--- src/rtl/bip_pkg.sv ---
// Shared opcodes, select encodings and FSM state type for the accumulator
// processor control unit.
package bip_pkg;

  localparam int unsigned OPCODE_W = 5;
  localparam int unsigned IMM_W    = 11;

  localparam logic [OPCODE_W-1:0] OP_HLT  = 5'd0;
  localparam logic [OPCODE_W-1:0] OP_STO  = 5'd1;
  localparam logic [OPCODE_W-1:0] OP_LD   = 5'd2;
  localparam logic [OPCODE_W-1:0] OP_LDI  = 5'd3;
  localparam logic [OPCODE_W-1:0] OP_ADD  = 5'd4;
  localparam logic [OPCODE_W-1:0] OP_ADDI = 5'd5;
  localparam logic [OPCODE_W-1:0] OP_SUB  = 5'd6;
  localparam logic [OPCODE_W-1:0] OP_SUBI = 5'd7;

  localparam logic [1:0] SEL_A_RAM = 2'd0;
  localparam logic [1:0] SEL_A_IMM = 2'd1;
  localparam logic [1:0] SEL_A_ALU = 2'd2;

  localparam logic SEL_B_RAM = 1'b0;
  localparam logic SEL_B_IMM = 1'b1;

  localparam logic ALU_ADD = 1'b0;
  localparam logic ALU_SUB = 1'b1;

  typedef enum logic [1:0] {
    ST_IDLE   = 2'd0,
    ST_RUN    = 2'd1,
    ST_HALTED = 2'd2
  } state_e;

endpackage

--- src/rtl/bip_decoder.sv ---
// Combinational opcode-to-control-strobe map; every output is zero unless run
// is high, so IDLE/HALTED cycles never disturb the datapath.
module bip_decoder
  import bip_pkg::*;
(
  input  logic                run,
  input  logic [OPCODE_W-1:0] opcode,
  output logic [1:0]          sel_a_c,
  output logic                sel_b_c,
  output logic                alu_op_c,
  output logic                wr_acc_c,
  output logic                wr_ram_c,
  output logic                rd_ram_c
);

  always_comb begin
    sel_a_c  = SEL_A_RAM;
    sel_b_c  = SEL_B_RAM;
    alu_op_c = ALU_ADD;
    wr_acc_c = 1'b0;
    wr_ram_c = 1'b0;
    rd_ram_c = 1'b0;
    if (run) begin
      unique case (opcode)
        OP_STO: wr_ram_c = 1'b1;
        OP_LD: begin
          rd_ram_c = 1'b1;
          wr_acc_c = 1'b1;
        end
        OP_LDI: begin
          sel_a_c  = SEL_A_IMM;
          wr_acc_c = 1'b1;
        end
        OP_ADD, OP_SUB: begin
          rd_ram_c = 1'b1;
          sel_a_c  = SEL_A_ALU;
          alu_op_c = (opcode == OP_SUB) ? ALU_SUB : ALU_ADD;
          wr_acc_c = 1'b1;
        end
        OP_ADDI, OP_SUBI: begin
          sel_a_c  = SEL_A_ALU;
          sel_b_c  = SEL_B_IMM;
          alu_op_c = (opcode == OP_SUBI) ? ALU_SUB : ALU_ADD;
          wr_acc_c = 1'b1;
        end
        default: ;
      endcase
    end
  end

endmodule

--- src/rtl/bip_control.sv ---
// Fetch/decode control for the accumulator processor: PC, IDLE/RUN/HALTED FSM
// and decode strobes. Define BIP_CYCLE_COUNT_EN to build the executed-cycle counter.
module bip_control
  import bip_pkg::*;
#(
  parameter int unsigned addr_bus  = 11,
  parameter int unsigned data_size = 16,
  parameter int unsigned CYC_W     = 16
) (
  input  logic                 Clk,
  input  logic                 Reset,
  input  logic                 Start,
  input  logic [data_size-1:0] Instr,
  output logic [addr_bus-1:0]  PcAddr,
  output logic [data_size-1:0] Operand,
  output logic [addr_bus-1:0]  RamAddr,
  output logic [1:0]           SelA,
  output logic                 SelB,
  output logic                 AluOp,
  output logic                 WrAcc,
  output logic                 WrRam,
  output logic                 RdRam,
  output logic                 Halted,
  output logic [CYC_W-1:0]     Cycles
);

  state_e                state_q, state_d;
  logic [addr_bus-1:0]   pc_d;
  logic [OPCODE_W-1:0]   opcode;
  logic                  run;

  assign opcode  = Instr[data_size-1 -: OPCODE_W];
  assign run     = (state_q == ST_RUN);
  assign Halted  = (state_q == ST_HALTED);
  assign Operand = {{(data_size-IMM_W){Instr[IMM_W-1]}}, Instr[IMM_W-1:0]};
  assign RamAddr = Instr[addr_bus-1:0];

  always_ff @(posedge Clk) begin
    if (Reset) begin
      state_q <= ST_IDLE;
      PcAddr  <= '0;
    end else begin
      state_q <= state_d;
      PcAddr  <= pc_d;
    end
  end

  // PC wraps naturally at 2^addr_bus; HLT freezes it on the HLT address.
  always_comb begin
    state_d = state_q;
    pc_d    = PcAddr;
    unique case (state_q)
      ST_IDLE: begin
        if (Start) state_d = ST_RUN;
      end
      ST_RUN: begin
        if (opcode == OP_HLT) state_d = ST_HALTED;
        else                  pc_d    = PcAddr + addr_bus'(1);
      end
      ST_HALTED: begin
        if (Start) begin
          state_d = ST_RUN;
          pc_d    = '0;
        end
      end
      default: begin
        state_d = ST_IDLE;
        pc_d    = '0;
      end
    endcase
  end

`ifdef BIP_CYCLE_COUNT_EN
  // Saturating count of RUN cycles, HLT cycle included.
  always_ff @(posedge Clk) begin
    if (Reset) begin
      Cycles <= '0;
    end else if (Halted && Start) begin
      Cycles <= '0;
    end else if (run && (Cycles != '1)) begin
      Cycles <= Cycles + CYC_W'(1);
    end
  end
`else
  assign Cycles = '0;
`endif

  bip_decoder u_decoder (
    .run      (run),
    .opcode   (opcode),
    .sel_a_c  (SelA),
    .sel_b_c  (SelB),
    .alu_op_c (AluOp),
    .wr_acc_c (WrAcc),
    .wr_ram_c (WrRam),
    .rd_ram_c (RdRam)
  );

endmodule

--- config.mk ---
export PLATFORM = sky130hd
export DESIGN_NAME = bip_control
export DESIGN_NICKNAME = d
export VERILOG_FILES = /design/src/rtl/bip_pkg.sv /design/src/rtl/bip_decoder.sv /design/src/rtl/bip_control.sv
export SDC_FILE = /design/constraint.sdc
export NUM_CORES = 1
export LEC_CHECK = 0
export BUFFER_PORTS_ARGS = -buffer_cell sky130_fd_sc_hd__buf_2
export CORE_MARGIN = 2
export CORE_UTILIZATION = 40
export DETAILED_ROUTE_END_ITERATION = 6
export PLACE_DENSITY_LB_ADDON = 0.25
export SYNTH_ARGS = -nofsm -noshare
export SYNTH_HDL_FRONTEND = slang
export SYNTH_HIERARCHICAL = 1
export SYNTH_SLANG_ARGS = --single-unit
--- constraint.sdc ---
create_clock -name Clk -period 1.6 [get_ports Clk]
set_clock_uncertainty 0.15 [all_clocks]
set_input_delay 0.08 -clock Clk [delete_from_list [all_inputs] [get_ports Clk]]
set_output_delay 0.08 -clock Clk [all_outputs]
set_load 0.05 [all_outputs]
==> impl_metrics.toml <==
[hold_path]
min-delay-path-class = "input pin to output pin"

[final_layout]
fillers = 252
fin_nets = 174
syn2layout_area_growth_pct = 23.17
layout.cells.non_filler = 184
antennaDiodeCount = 0
register_area_um2 = 289.0
drive_above_1_share = 0.5359
multi_input_area_um2 = 660.6

[routing]
drt-pass1-iter-count = 4
drt_wl_total_mm = 2.375
drcViolationCount = 0
wire_per_inst_um = 12.91
vias_per_cell = 4.913
drt_iter0_drc = 22
ant_nets = 0
vias = 904

[global_routing]
grt_pass1_vias = 834
grt_pass1_wl_mm = 3.760
gr-total-overflow = 0
grt_max_degree = 10
track_usage = 0.1465
grt_antenna_before_repair = 0

[placed_design]
io_buffers = 26
dp_cells = 169
gp_congestion = 0.7583
place_ws_ps = 47.67
dp.final_hpwl_mm = 1.778

[worst_setup_path]
cp.required_ps = 1370
crit_slowest_cell = "dfxtp_2"
crit_family = "simple AND/OR/NAND/NOR gates"
cpPeakStageDelay_ps = 340
crit_chain = "or2b_1, inv_2, nand4bb_4, nor3b_4, buf_6"
cp_max_fo = 4
crit_type = "flop to output pin"
arrival_ps = 1540
critical_path_buf_inv_count = 2
worst_setup_path_start_kind = "flop"
cp-end-kind = "output pin"

[timing]
finalSetupViolCount = 7
fin_crit_sh = 1.103
fin_ws_ps = -165.1
fin_crit_ps = 1765
rsz0062_at_grt = "yes"
tns_ps = -768.4
finalMaxSlewViolations = 0
fin_hold_ws_ps = 10.03
hold_viol = 0
max_freq_mhz = 566.5

[clock_network]
clock-sinks = 13
clk_path_buf_depth = 2
numCtsBuffers = 3
cts_tree = "yes"
htreeDepth = 1
cts-root-buf = "clkbuf_4"
clk_pin_slew_ps = 90
clk_latency_ps = 280

[synth]
synthArstFlopShare = 0
synth_area_um2 = 1112
synth_top_area_cell = "buf_4"
ys_ff_latch = 13
synth_common_cells = "buf_4 (43), dfxtp_1 (13), a21oi_1 (8), nand2_1 (8), nor2_1 (5)"
postSynthCellCount = 134
synth_top_cells_by_area = "buf_4 (29%), dfxtp_1 (23%), a21oi_1 (3.6%), nand2_1 (2.7%), a211o_1 (2.4%)"
syn_avg_cell_area_um2 = 8.301
yosysSeqAreaShare = 0.2340
synth_edf_count = 0
synthMostInstantiatedCell = "buf_4"
yosysWarnings = 6
synthDominantCellAreaShare = 0.2902
synth_cell_types = 40
synthFlopType = "dfxtp_1"

[floorplanning]
die-area_um2 = 3219
chipHeight_um = 56.74
core_um2 = 2686
die_x_um = 56.74
rows = 19
start_util = 0.4141
ioPinCount = 81

[outcome]
status = "finished, violations left"
violations = "negative setup slack"

[power_and_ir_drop]
vdd_ir_drop_max_mv = 0.3602
leakage_nw = 0.6274
powerDensity_nw_per_um2 = 607.7

[job]
maxCapViolations = 0
==> cells in the final DEF (no fill, tap or decap), drive strengths merged, types with 2 or more instances in the layout <==
master / instances
nand4: 2
a22o: 2
and3: 5
clkbuf: 4
nand2: 8
nand3: 4
a21oi: 9
conb: 16
dfxtp: 13
nor3b: 5
nor2: 5
a211o: 3
nand2b: 4
buf: 44
a31oi: 4
or2: 2
inv: 2
and2: 2
a41oi: 2
nor3: 4
dlygate4sd3: 2
==> logic make-up after synthesis <==
group | Yosys count | synth area share
and+or+nand+nor | 47 | 0.2778
DFF | 13 | 0.2340
buffers and inverters | 48 | 0.3150
other | 1 | 0.003371
adders and majority gates | 1 | 0.01125
AOI/OAI and AO/OA | 23 | 0.1507
xor gates and xnor gates | 1 | 0.007875
==> per-stage QoR <==
stage | power [mW] | util | cell area, um2
after floorplan | 0.7448 | - | 1274
after CTS | 0.8272 | 0.4858 | 1305
after global placement | 0.5960 | 0.4346 | 1167
after global routing | 0.8753 | 0.5100 | 1370
final | 0.8326 | 0.5100 | 1370
after detailed placement | 0.5991 | 0.4346 | 1167
==> layer usage <==
metal | vias to the layer above | track usage | wire [um]
met5 | - | 0 | 0
met4 | 0 | 0.04651 | 25
met3 | 6 | 0.03917 | 168
met2 | 33 | 0.2608 | 1255
met1 | 417 | 0.1693 | 926
li1 | 448 | - | -
==> power breakdown <==
| part | internal [mW] | total (mW) | switching (mW) | leakage [nW] |
|---|---|---|---|---|
| clock | 0.0966 | 0.206 | 0.110 | 0.0150 |
| sequential | 0.325 | 0.332 | 0.00697 | 0.112 |
| combinational | 0.0953 | 0.295 | 0.199 | 0.500 |
==> registers in the layout, indices dropped and copies added, names as in the netlist <==
register	count
state_q	2
PcAddr	11
==> area by class of cell <==
type | instances | area share
Tap cell | 31 | 0.02831
Clock buffer | 4 | 0.01918
Sequential cell | 13 | 0.2110
Multi-Input combinational cell | 88 | 0.4822
Timing Repair Buffer | 46 | 0.2539
Inverter | 2 | 0.005479
==> path summary, 6_finish.rpt <==
path / from / slack [ps] / depth (start not counted) / end
max: state_q[0]$_SDFFE_PP0P_ / -170 / 5 / SelA[0]
min reg2reg: PcAddr[1]$_SDFFE_PP0P_ / 350 / 1 / PcAddr[1]$_SDFFE_PP0P_
max reg2reg: state_q[1]$_SDFFE_PP0P_ / 30 / 6 / PcAddr[7]$_SDFFE_PP0P_
min: Instr[8] / 10 / 0 / RamAddr[8]
==> repair_timing <==
item / in CTS / in global routing
cloned: 0 / 0
setup buffers: 4 / 5
pin swaps: 3 / 5
hold buffers: 2 / 0
setup endpoints to repair: 7 / 13
resized for setup: 18 / 8
endpoints found under the hold margin: 2 / 0
Note: power is estimated with default switching activity, not from simulation.
